--- src/rtl/heartaware_pkg.sv ---
// Shared types and default ADC0804 timing for the heartaware capture path.
package heartaware_pkg;

    typedef enum logic [2:0] {
        IDLE  = 3'd0,
        START = 3'd1,
        WAIT  = 3'd2,
        READ  = 3'd3,
        DONE  = 3'd4
    } adc_state_e;

    localparam int WR_CYCLES      = 10;
    localparam int RD_CYCLES      = 20;
    localparam int TIMEOUT_CYCLES = 20_000;

    function automatic int max3(input int a, input int b, input int c);
        int m;
        m = (a > b) ? a : b;
        return (m > c) ? m : c;
    endfunction

endpackage

--- src/rtl/adc0804_sampler_tick_gen.sv ---
// Enable-gated divider producing a one-cycle sample request every DIV cycles.
module sample_tick_gen #(
    parameter int DIV = 10_000_000
) (
    input  logic clk_100mhz,
    input  logic reset_n,
    input  logic enable,
    output logic tick
);

    localparam int W = (DIV > 1) ? $clog2(DIV) : 1;

    logic [W-1:0] cnt;

    always_ff @(posedge clk_100mhz) begin
        if (!reset_n) begin
            cnt <= '0;
        end else if (!enable || cnt == W'(DIV - 1)) begin
            cnt <= '0;
        end else begin
            cnt <= cnt + W'(1);
        end
    end

    assign tick = (cnt == W'(DIV - 1));

endmodule

--- src/rtl/synchronize.sv ---
// Multi-stage flop synchronizer for a single asynchronous level.
module synchronize #(
    parameter int STAGES = 2
) (
    input  logic clk,
    input  logic d,
    output logic q
);

    logic [STAGES-1:0] ff;

    // NOTE: no reset here; the chain flushes itself within STAGES cycles and a
    // reset would only add a path from the reset net into the metastable flop.
    always_ff @(posedge clk) begin
        ff <= {ff[STAGES-2:0], d};
    end

    assign q = ff[STAGES-1];

endmodule

--- src/rtl/adc0804_sampler.sv ---
// ADC0804 handshake controller: periodic conversions, validated samples and a
// wrapping write address for the recording memory.
module adc0804_sampler #(
    parameter int SAMPLE_DIV     = 10_000_000,
    parameter int WR_CYCLES      = heartaware_pkg::WR_CYCLES,
    parameter int RD_CYCLES      = heartaware_pkg::RD_CYCLES,
    parameter int TIMEOUT_CYCLES = heartaware_pkg::TIMEOUT_CYCLES,
    parameter int ADDR_W         = 10
) (
    input  logic              clk_100mhz,
    input  logic              reset_n,
    input  logic              enable,
    input  logic [7:0]        adc_data,
    input  logic              adc_intr_n,
    output logic              adc_cs_n,
    output logic              adc_wr_n,
    output logic              adc_rd_n,
    output logic [7:0]        sample,
    output logic              sample_valid,
    output logic [ADDR_W-1:0] sample_addr,
    output logic              buffer_wrapped,
    output logic              timeout_err,
    output logic              overrun,
    output logic [2:0]        state_dbg
);

    import heartaware_pkg::*;

    localparam int CNT_W = $clog2(max3(WR_CYCLES, RD_CYCLES, TIMEOUT_CYCLES) + 1);

    adc_state_e       state;
    logic [CNT_W-1:0] cnt;
    logic             tick;
    logic             intr_sync;
    logic             intr_s;

    sample_tick_gen #(.DIV(SAMPLE_DIV)) u_tick (
        .clk_100mhz (clk_100mhz),
        .reset_n    (reset_n),
        .enable     (enable),
        .tick       (tick)
    );

    synchronize #(.STAGES(2)) u_intr_sync (
        .clk (clk_100mhz),
        .d   (adc_intr_n),
        .q   (intr_sync)
    );

    assign intr_s    = ~intr_sync;
    assign state_dbg = state;

    // NOTE: every register below uses <= so all of them see the pre-edge values
    // of state/cnt/sample_valid, independent of statement order.
    always_ff @(posedge clk_100mhz) begin
        if (!reset_n) begin
            state          <= IDLE;
            cnt            <= '0;
            adc_cs_n       <= 1'b1;
            adc_wr_n       <= 1'b1;
            adc_rd_n       <= 1'b1;
            sample         <= '0;
            sample_valid   <= 1'b0;
            sample_addr    <= '0;
            buffer_wrapped <= 1'b0;
            timeout_err    <= 1'b0;
            overrun        <= 1'b0;
        end else begin
            sample_valid <= 1'b0;

            // A request while busy is dropped, never queued.
            if (tick && state != IDLE) begin
                overrun <= 1'b1;
            end

            if (sample_valid) begin
                sample_addr <= sample_addr + ADDR_W'(1);
                if (&sample_addr) begin
                    buffer_wrapped <= 1'b1;
                end
            end

            case (state)
                IDLE: begin
                    if (tick) begin
                        state    <= START;
                        adc_cs_n <= 1'b0;
                        adc_wr_n <= 1'b0;
                        cnt      <= '0;
                    end
                end
                START: begin
                    if (cnt == CNT_W'(WR_CYCLES - 1)) begin
                        state    <= WAIT;
                        adc_wr_n <= 1'b1;
                        cnt      <= '0;
                    end else begin
                        cnt <= cnt + CNT_W'(1);
                    end
                end
                WAIT: begin
                    // A stale INTR is fine: the ADC itself clears it on WR.
                    if (intr_s) begin
                        state    <= READ;
                        adc_rd_n <= 1'b0;
                        cnt      <= '0;
                    end else if (cnt == CNT_W'(TIMEOUT_CYCLES - 1)) begin
                        state       <= IDLE;
                        adc_cs_n    <= 1'b1;
                        timeout_err <= 1'b1;
                    end else begin
                        cnt <= cnt + CNT_W'(1);
                    end
                end
                READ: begin
                    if (cnt == CNT_W'(RD_CYCLES - 1)) begin
                        state        <= DONE;
                        sample       <= adc_data;
                        sample_valid <= 1'b1;
                        adc_rd_n     <= 1'b1;
                        adc_cs_n     <= 1'b1;
                    end else begin
                        cnt <= cnt + CNT_W'(1);
                    end
                end
                DONE: begin
                    state <= IDLE;
                end
                default: begin
                    state    <= IDLE;
                    adc_cs_n <= 1'b1;
                    adc_wr_n <= 1'b1;
                    adc_rd_n <= 1'b1;
                end
            endcase
        end
    end

endmodule
--- config.mk ---
export PLATFORM = sky130hd
export DESIGN_NAME = adc0804_sampler
export DESIGN_NICKNAME = d
export VERILOG_FILES = /design/src/rtl/heartaware_pkg.sv /design/src/rtl/adc0804_sampler_tick_gen.sv /design/src/rtl/synchronize.sv /design/src/rtl/adc0804_sampler.sv
export SDC_FILE = /design/constraint.sdc
export NUM_CORES = 1
export LEC_CHECK = 0
export CORE_MARGIN = 8
export CORE_UTILIZATION = 45
export CTS_BUF_LIST = sky130_fd_sc_hd__clkbuf_8 sky130_fd_sc_hd__clkbuf_16
export CTS_CLUSTER_DIAMETER = 200
export CTS_CLUSTER_SIZE = 30
export DETAILED_ROUTE_END_ITERATION = 10
export HOLD_SLACK_MARGIN = 0.03
export PLACE_DENSITY = 0.67
export SLEW_MARGIN = 20
export SYNTH_ARGS = -nofsm -noshare
export SYNTH_HDL_FRONTEND = slang
export SYNTH_HIERARCHICAL = 1
export SYNTH_SLANG_ARGS = --single-unit
--- constraint.sdc ---
create_clock -name clk_100mhz -period 4.25 [get_ports clk_100mhz]
set_input_delay 0.85 -clock clk_100mhz [delete_from_list [all_inputs] [get_ports clk_100mhz]]
set_output_delay 0.85 -clock clk_100mhz [all_outputs]
set_load 0.02 [all_outputs]
**After elaboration in Yosys (flattened, before gate mapping)**

Cells that the tools add are included.

- Input port bits: 12
- Logic and storage cells: 78
- Register bits after elaboration: 69

- Muxes and demuxes: 22
- Reduce and logical (&&, ||, !) cells: 19
- Add/subtract/negate cells: 3
- Eq/ne operators: 17
- Bitwise logic cells: 4

Operators by type and width:

| cell | number |
|---|---|
| 15-bit two-way mux | 5 |
| 15-bit case mux with 4 select lines | 1 |
| 24-bit by 1-bit adder with 24-bit output, second input constant | 1 |
| 24-bit == test, second input constant | 1 |
| 15-bit by 1-bit adder with 15-bit output, second input constant | 1 |
| 15-bit == test, second input constant | 1 |
| 15-bit by 4-bit == test with 1-bit output, second input constant | 1 |
| 15-bit by 5-bit == test with 1-bit output, second input constant | 1 |
| 3-bit two-way mux | 5 |
| 2-bit != test, second input constant | 6 |
| 3-bit case mux with 4 select lines | 1 |
| 11-bit AND reduction | 1 |
| 10-bit by 1-bit adder with 10-bit output, second input constant | 1 |
| 3-bit AND reduction | 3 |
| 4-bit AND reduction | 2 |
| 1-bit two-way mux | 7 |
| 3-bit by 2-bit == test with 1-bit output, second input constant | 2 |
| 3-bit != test, second input constant | 2 |
| 1-bit case mux with 3 select lines | 2 |
| 3-bit OR reduction | 2 |
| 5-bit AND reduction | 1 |
| 1-bit inverter | 4 |
| 1-bit case mux with 4 select lines | 1 |
| 2-bit AND reduction | 2 |
| other kinds (10) | 11 |

**Depth between registers and ports, before layout**

Gate-level depths: netlist of the first run.

- Depth after elaboration: 4
- Depth in mapped cells: 11
- Gate-level depth less buffers: 9

**Cells and area by module**

The synthesis of the first run kept the hierarchy.

By module, submodules not included:

| module | times used | cells each | sequential area each (sq um) | area an instance (sq um) |
|---|---|---|---|---|
| adc0804_sampler | 1 | 262 | 860.8 | 2,173.3 |
| sample_tick_gen | 1 | 124 | 480.5 | 1,083.5 |
| synchronize | 1 | 2 | 40.0 | 40.0 |

**Worst setup path after synthesis of the first run**

Ideal clock, no wire load.

- Path kind: register to register
- Start: register u_tick.cnt[0]
- End: register cnt[0] (netlist name)
- Path buffers: 1
- Slack: 1,940 ps
- Arrival time: 2,239 ps
- Cell stages (with the launch flop): 11
- Path through: dfxtp_1 -> ha_1 -> and4_1 -> clkbuf_1 -> nand3_1 -> nor3_1 -> nor3_1 -> nor2_1 -> o21ai_2 -> or4b_1 -> a21oi_1

RTL lines:

| element | RTL line | text |
|---|---|---|
| from (decl) | adc0804_sampler_tick_gen.sv:13 | `logic [W-1:0] cnt;` |
| from (signal assigned) | adc0804_sampler_tick_gen.sv:21 | `cnt <= cnt + W'(1);` |

==> qor.log, run 1 <==
INFO  cells_and_area finish.cell_count_without_fillers=527
INFO  floorplan      area_enclosed_by_the_die_boundary=10300um^2
INFO  clock_network  path_clk_slew=0.07ns
INFO  synthesis      synthDominantAreaCellType=dfxtp_1
INFO  min_path       hold_end=u_intr_sync/ff[1]$_DFF_P_
INFO  clock_network  postCtsResizedCells=0
INFO  grt            first_global_vias=2650
INFO  power          p_leak=1.28nW
INFO  min_path       min-delay-path-class=reg -> reg
INFO  place          dp_slack=1.60ns
INFO  synthesis      ys_top_cells_by_count=69 x dfxtp_1, 52 x nand2_1, 37 x nor2_1, 28 x a21oi_1, 21 x nand3_1
INFO  clock_network  cts-htree-levels=3
INFO  floorplan      floorplan_die_width=102um
INFO  floorplan      die_y=102um
INFO  sta            totalNegativeSetupSlack=0ns
INFO  cells_and_area post_synthesis_to_final_layout_area_growth=20.5%
INFO  cells_and_area diodes=0
INFO  sta            timing_worst_slew_pin_value=0.772ns
INFO  sta            finalHoldViolCount=0
INFO  synthesis      synthAdderAreaFrac=1.52%
INFO  place          port_buffer_count=39
INFO  synthesis      synth.yosys.seq_area_share=41.9%
INFO  setup_path     timing.rr.end=cnt[0]$_SDFFE_PN0P_
INFO  routing        routedWlPerCell=14.0um
INFO  place          gp_congestion=0.856
INFO  setup_path     crit_fanout=17
INFO  outcome        run_status=completed
INFO  synthesis      synth_edf_count=0
INFO  synthesis      post_synth.cell_area_avg=8.50um^2
INFO  floorplan      initial_core_util=45.9%
INFO  synthesis      synthArstFlopShare=0%
INFO  sta            grt_setup_unrepaired=false
INFO  sta            relSlewSlack=48.5%
INFO  sta            max_clock_freq=372MHz
INFO  synthesis      synth.most_common_cell=dfxtp_1
INFO  power          power-per-cell-area=330nW/um^2
INFO  sta            report.final.slew_viol_count=0
INFO  routing        totalWireLength=7380um
INFO  setup_path     worst-endpoint-arrival=2.96ns
INFO  synthesis      synth_compound_gate_area_share=15.3%
INFO  setup_path     critical_path.reg2reg.startpoint=u_tick/cnt[0]$_SDFF_PP0_
INFO  floorplan      floorplan.core_area=7180um^2
INFO  setup_path     worst_setup_path_end_kind=flip-flop
INFO  sta            clock-skew-final=0.00916ns
INFO  floorplan      fp-row-count=31
INFO  sta            finalCritPeriodShare=63.2%
INFO  place          place.detailed.instances=511
INFO  floorplan      count_of_pins_on_the_block_boundary=40
INFO  cells_and_area finish.utilization=55.4%
INFO  setup_path     crit_path_start_kind=flip-flop
INFO  routing        antenna_nets_post_route=0
INFO  synthesis      post_synth_inst_count=388
INFO  place          hpwlAfterDp=5250um
INFO  synthesis      synth-xor-area-share=5.31%
INFO  sta            final_period_demand_of_the_worst_path=2.69ns
INFO  routing        viasPerCell=5.56
INFO  synthesis      synth-seq-cells=69
INFO  setup_path     crit_required=4.52ns
INFO  routing        dr_total_vias=2928
INFO  synthesis      yosys_warnings=6
INFO  clock_network  post_cts_hold_buffer_count=0
INFO  grt            gr-usage-all-layers=15.1%
INFO  clock_network  clock_tree_from_tritoncts=done
INFO  cells_and_area nets_finish=439
INFO  flow_run       cap_violations=0
INFO  grt            overflow=0
INFO  synthesis      synth_top_cells_by_area=dfxtp_1 42%, nand2_1 5.9%, a21oi_1 4.3%
INFO  synthesis      syn-num-nets=404
INFO  clock_network  clock-sinks=69
INFO  clock_network  clockBufferDepth=2
INFO  min_path       hold_path_startpoint=u_intr_sync/ff[0]$_DFF_P_
INFO  synthesis      synthMuxAreaShare=0.607%
INFO  grt            grt_start_max_net_pins=36
INFO  routing        detail_route.first_pass.iterations=5
INFO  sta            setup_slack=1.56ns
INFO  cells_and_area nFillCells=677
INFO  clock_network  clk-insertion-delay-late=0.34ns
INFO  power          worst_ir_drop_vdd=168uV
INFO  synthesis      post_synthesis_instance_area=3300um^2
INFO  setup_path     worst-r2r-setup-slack=1.56ns
INFO  synthesis      synth_top_family_by_area=simple AND/OR/NAND/NOR gates
INFO  synthesis      synth_largest_type_area_fraction=41.9%
INFO  power          p_total=1.31mW
INFO  setup_path     worst-r2r-cell-count=9
INFO  clock_network  number_of_buffers_created_by_cts=9
INFO  routing        iteration_0_drc_count_of_the_detailed_router=161
INFO  min_path       min_delay_path_depth=0
INFO  synthesis      synthSimpleGateAreaFrac=31.5%
INFO  grt            antenna_violations_before_repair=0
INFO  sta            setup_viol=0
INFO  synthesis      synth_cell_types=59
INFO  clock_network  postCtsSetupRepairBufs=0
INFO  grt            first_pass_grt_wire_length=12500um
INFO  routing        detail_route.drc_violations=0
INFO  cells_and_area post_route_cells_drive_above_1_share=7.71%
INFO  setup_path     criticalPathCategory=reg -> reg
INFO  clock_network  cts.root.buffer_cell=clkbuf_8
INFO  synthesis      synth_ff_type=dfxtp_1
-- worst max-delay path, cell delays in order (launching register included) --
cell,delay (ns)
dfxtp_1,0.36
ha_1,0.21
and4_1,0.35
nand3_1,0.18
nor3_1,0.35
nor3_1,0.11
nor2_1,0.13
o21ai_2,0.23
or4b_1,0.56
a21oi_1,0.14
-- power by group --
part	switching, mW	leakage (nW)	internal (mW)	total (mW)
Sequential	0.00134	0.557	0.648	0.650
Clock	0.237	0.129	0.401	0.638
Combinational	0.0142	0.591	0.0119	0.0261
-- per-stage QoR --
stage	hold WS (ns)	cell area, um^2
floorplan	0.310	3300
global placement	0.313	3730
detailed placement	0.313	3730
CTS	0.331	3970
global route	0.351	3970
finish	0.331	3970
-- cell type report --
type	instances	area [um^2]	share of cell area, %
Inverter	8	30.0	0.756
Sequential cell	69	1380	34.8
Timing Repair Buffer	42	413	10.4
Clock buffer	10	138	3.46
Multi-Input combinational cell	293	1790	44.9
Clock inverter	6	103	2.58
Tap cell	99	124	3.12
-- routing by layer --
metal | GRT usage [%] | vias to the layer above | part of all wire, %
met2 | 23.0 | 52 | 45
li1 | - | 1487 | -
met5 | 0 | - | 0
met3 | 3.51 | 10 | 4.4
met4 | 6.30 | 0 | 1.4
met1 | 19.7 | 1379 | 49
-- cell families (layout without fill, tap and decap cells) --
logic type	after synthesis	count (layout)
compound gates	80	80
xor+xnor	20	20
fa+ha+maj	4	4
buf+inv	26	66
flops	69	69
mux	2	2
simple gates	187	187
-- cells in the final DEF, fill, tap and decap left out, types with 3 or more instances in the layout --
cell type / count
dfxtp_1: 69
nand2_1: 52
clkdlybuf4s50_1: 39
nor2_1: 37
a21oi_1: 28
nand3_1: 21
o21ai_0: 17
or3_1: 13
xor2_1: 13
clkbuf_8: 10
nand4_1: 9
a211oi_1: 9
inv_1: 8
and3_1: 7
xnor2_1: 7
nor4_1: 6
and4_1: 5
or4b_1: 5
o22ai_1: 5
nor3_1: 4
ha_1: 4
nor3b_1: 3
nor4b_1: 3
o21ai_1: 3
bufinv_16: 3
buf_4: 3
o31ai_1: 3
or4_1: 3
-- registers in the layout, summed over array words and instances, names as in the netlist --
name	count
u_intr_sync/ff	2
sample_valid	1
cnt	15
overrun	1
adc_rd_n	1
sample_addr	10
adc_wr_n	1
sample	8
state_dbg	3
adc_cs_n	1
u_tick/cnt	24
timeout_err	1
buffer_wrapped	1
-- worst max path at each step --
stage,to,slack (ns),depth (start not counted),start
final,cnt[0]$_SDFFE_PN0P_,1.56,9,u_tick/cnt[0]$_SDFF_PP0_
after detailed placement,cnt[1]$_SDFFE_PN0P_,1.60,9,u_tick/cnt[0]$_SDFF_PP0_
after global routing,cnt[0]$_SDFFE_PN0P_,1.33,9,u_tick/cnt[0]$_SDFF_PP0_
after floorplan,cnt[0]$_SDFFE_PN0P_,1.94,10,u_tick/cnt[0]$_SDFF_PP0_
after global placement,cnt[11]$_SDFFE_PN0P_,1.69,5,reset_n
after CTS,cnt[0]$_SDFFE_PN0P_,1.57,9,u_tick/cnt[0]$_SDFF_PP0_
Power figures use the tool's default switching activity.
==> inputs of run 2 (changes only) <==
- clock period: 4.25 -> 2.8 ns (I/O delays scaled with it)
==> qor.log, run 2 (synthesis results as in run 1) <==
INFO  clock_network  clockBufferDepth=2 [unchanged]
INFO  routing        viasPerCell=5.50 [was 5.56]
INFO  cells_and_area nFillCells=657 [was 677]
INFO  clock_network  clock_tree_from_tritoncts=done [unchanged]
INFO  sta            timing_worst_slew_pin_value=0.554ns [was 0.772 ns]
INFO  floorplan      fp-row-count=31 [unchanged]
INFO  cells_and_area reg_top3=u_tick/cnt x24, cnt x15, sample_addr x10 [unchanged]
INFO  cells_and_area final_common_cell=dfxtp_1 [unchanged]
INFO  floorplan      count_of_pins_on_the_block_boundary=40 [unchanged]
INFO  sta            report.final.slew_viol_count=0 [unchanged]
INFO  routing        detail_route.drc_violations=0 [unchanged]
INFO  flow_run       cap_violations=0 [unchanged]
INFO  setup_path     criticalPathCategory=reg -> reg [unchanged]
INFO  sta            setup_viol=0 [unchanged]
INFO  setup_path     worst_setup_path_end_kind=flip-flop [unchanged]
INFO  min_path       min-delay-path-class=reg -> reg [unchanged]
INFO  sta            max_clock_freq=404MHz [was 372 MHz]
INFO  grt            gr-usage-all-layers=15.0% [was 15.1%]
INFO  power          p_leak=1.30nW [was 1.28 nW]
INFO  sta            finalHoldViolCount=0 [unchanged]
INFO  outcome        run_status=completed [unchanged]
INFO  setup_path     crit_path_start_kind=flip-flop [unchanged]
INFO  setup_path     crit_fanout=10 [was 17]
INFO  power          worst_ir_drop_vdd=254uV [was 168 uV]
INFO  sta            clock-skew-final=0.00799ns [was 0.00916 ns]
INFO  power          power-per-cell-area=495nW/um^2 [was 330 nW/um^2]
INFO  sta            grt_setup_unrepaired=false [unchanged]
INFO  cells_and_area largest_register_ff_count=24 [unchanged]
INFO  floorplan      die_y=102um [unchanged]
INFO  floorplan      floorplan_die_width=102um [unchanged]
INFO  cells_and_area post_synthesis_to_final_layout_area_growth=21.9% [was 20.5%]
INFO  floorplan      floorplan.core_area=7180um^2 [unchanged]
INFO  sta            finalCritPeriodShare=88.4% [was 63.2%]
INFO  routing        totalWireLength=7710um [was 7380 um]
INFO  cells_and_area diodes=0 [unchanged]
INFO  grt            first_global_vias=2648 [was 2650]
INFO  clock_network  clk-insertion-delay-late=0.34ns [about the same]
INFO  clock_network  path_clk_slew=0.07ns [about the same]
INFO  floorplan      initial_core_util=45.9% [unchanged]
INFO  place          hpwlAfterDp=5380um [was 5250 um]
INFO  routing        detail_route.first_pass.iterations=4 [was 5]
INFO  sta            totalNegativeSetupSlack=0ns [unchanged]
INFO  clock_network  cts-htree-levels=3 [unchanged]
INFO  grt            grt_start_max_net_pins=24 [was 36]
INFO  clock_network  post_cts_hold_buffer_count=0 [unchanged]
INFO  routing        routedWlPerCell=14.5um [was 14.0 um]
INFO  clock_network  postCtsSetupRepairBufs=0 [unchanged]
INFO  place          port_buffer_count=39 [unchanged]
INFO  power          p_total=1.99mW [was 1.31 mW]
INFO  sta            final_period_demand_of_the_worst_path=2.48ns [was 2.69 ns]
INFO  setup_path     crit_required=3.07ns [was 4.52 ns]
INFO  routing        dr_total_vias=2919 [was 2928]
INFO  grt            first_pass_grt_wire_length=12400um [was 12500 um]
INFO  grt            antenna_violations_before_repair=0 [unchanged]
INFO  cells_and_area nets_finish=443 [was 439]
INFO  setup_path     worst-endpoint-arrival=2.75ns [was 2.96 ns]
INFO  clock_network  number_of_buffers_created_by_cts=9 [unchanged]
INFO  routing        iteration_0_drc_count_of_the_detailed_router=153 [was 161]
INFO  clock_network  cts.root.buffer_cell=clkbuf_8 [unchanged]
INFO  cells_and_area largest-register=u_tick/cnt [unchanged]
INFO  place          gp_congestion=0.874 [was 0.856]
INFO  cells_and_area post_route_cells_drive_above_1_share=9.03% [was 7.71%]
INFO  cells_and_area most-common-layout-cells=69 x dfxtp_1, 52 x nand2_1, 39 x clkdlybuf4s50_1, 37 x nor2_1, 28 x a21oi_1 [unchanged]
INFO  routing        antenna_nets_post_route=0 [unchanged]
INFO  grt            overflow=0 [unchanged]
INFO  floorplan      area_enclosed_by_the_die_boundary=10300um^2 [unchanged]
INFO  clock_network  clock-sinks=69 [unchanged]
INFO  sta            relSlewSlack=63.0% [was 48.5%]
INFO  clock_network  postCtsResizedCells=0 [unchanged]
run 2: cell count changes in the layout (fill, tap and decap cells not counted), sizes merged:
cell and change:
inv -2, clkbuf +3, buf +4, bufinv -1
run 2: layer usage:
layer  GRT usage (%)  up-vias  wire (um)
met5               0        -          0
met1            19.8     1358       3880
met3            2.89       14        285
met2            22.8       56       3410
met4            7.33        0        138
li1                -     1491          -
run 2: layout make-up:
cell class / count / area, um^2 / share of cell area [%]
multi-input combinational: 293 / 1800 / 44.7
timing repair buffer: 46 / 443 / 11.0
inverter: 8 / 30.0 / 0.747
clock inverter: 3 / 65.1 / 1.62
sequential: 69 / 1380 / 34.4
tap: 99 / 124 / 3.08
clock buffer: 13 / 179 / 4.45
run 2: where the power goes:
group | switching, mW | internal [mW]
Sequential | 0.00240 | 0.984
Combinational | 0.0228 | 0.0197
Clock | 0.364 | 0.598
run 2: critical path, stage by stage, from the launching register on:
cell      delay, ns
dfxtp_1        0.34
nor4b_1        0.35
nand4b_1       0.26
nor3_1         0.38
nor3_1         0.10
nor2_1         0.13
o21ai_2        0.15
or4b_1         0.53
a21oi_1        0.15
run 2: metrics by stage:
step | utilization [%] | instances | cell area [um^2] | hold WS [ns] | setup slack, ns
finish | 56.0 | 531 | 4020 | 0.341 | 0.325
global route | 56.0 | 531 | 4020 | 0.360 | 0.0889
CTS | 56.0 | 531 | 4020 | 0.346 | 0.299
detailed placement | 52.6 | 515 | 3770 | 0.328 | 0.311
global placement | 52.6 | 515 | 3770 | 0.313 | 0.398
floorplan | - | 388 | 3300 | 0.310 | 0.490
run 2: worst paths after layout:
| kind | to | depth (start not counted) | slack, ns | start |
|---|---|---|---|---|
| worst max-delay path | cnt[1]$_SDFFE_PN0P_ | 8 | 0.32 | u_tick/cnt[16]$_SDFF_PP0_ |
| worst min-delay path | u_intr_sync/ff[1]$_DFF_P_ | 0 | 0.34 | u_intr_sync/ff[0]$_DFF_P_ |
| worst max register to register | cnt[1]$_SDFFE_PN0P_ | 8 | 0.32 | u_tick/cnt[16]$_SDFF_PP0_ |
| worst min register to register | u_intr_sync/ff[1]$_DFF_P_ | 0 | 0.34 | u_intr_sync/ff[0]$_DFF_P_ |
==> inputs of run 3 (changes only) <==
- SLEW_MARGIN: 20 -> not set
==> results of run 3 <==
Final layout, timing and power as in run 2 (identical DEF).
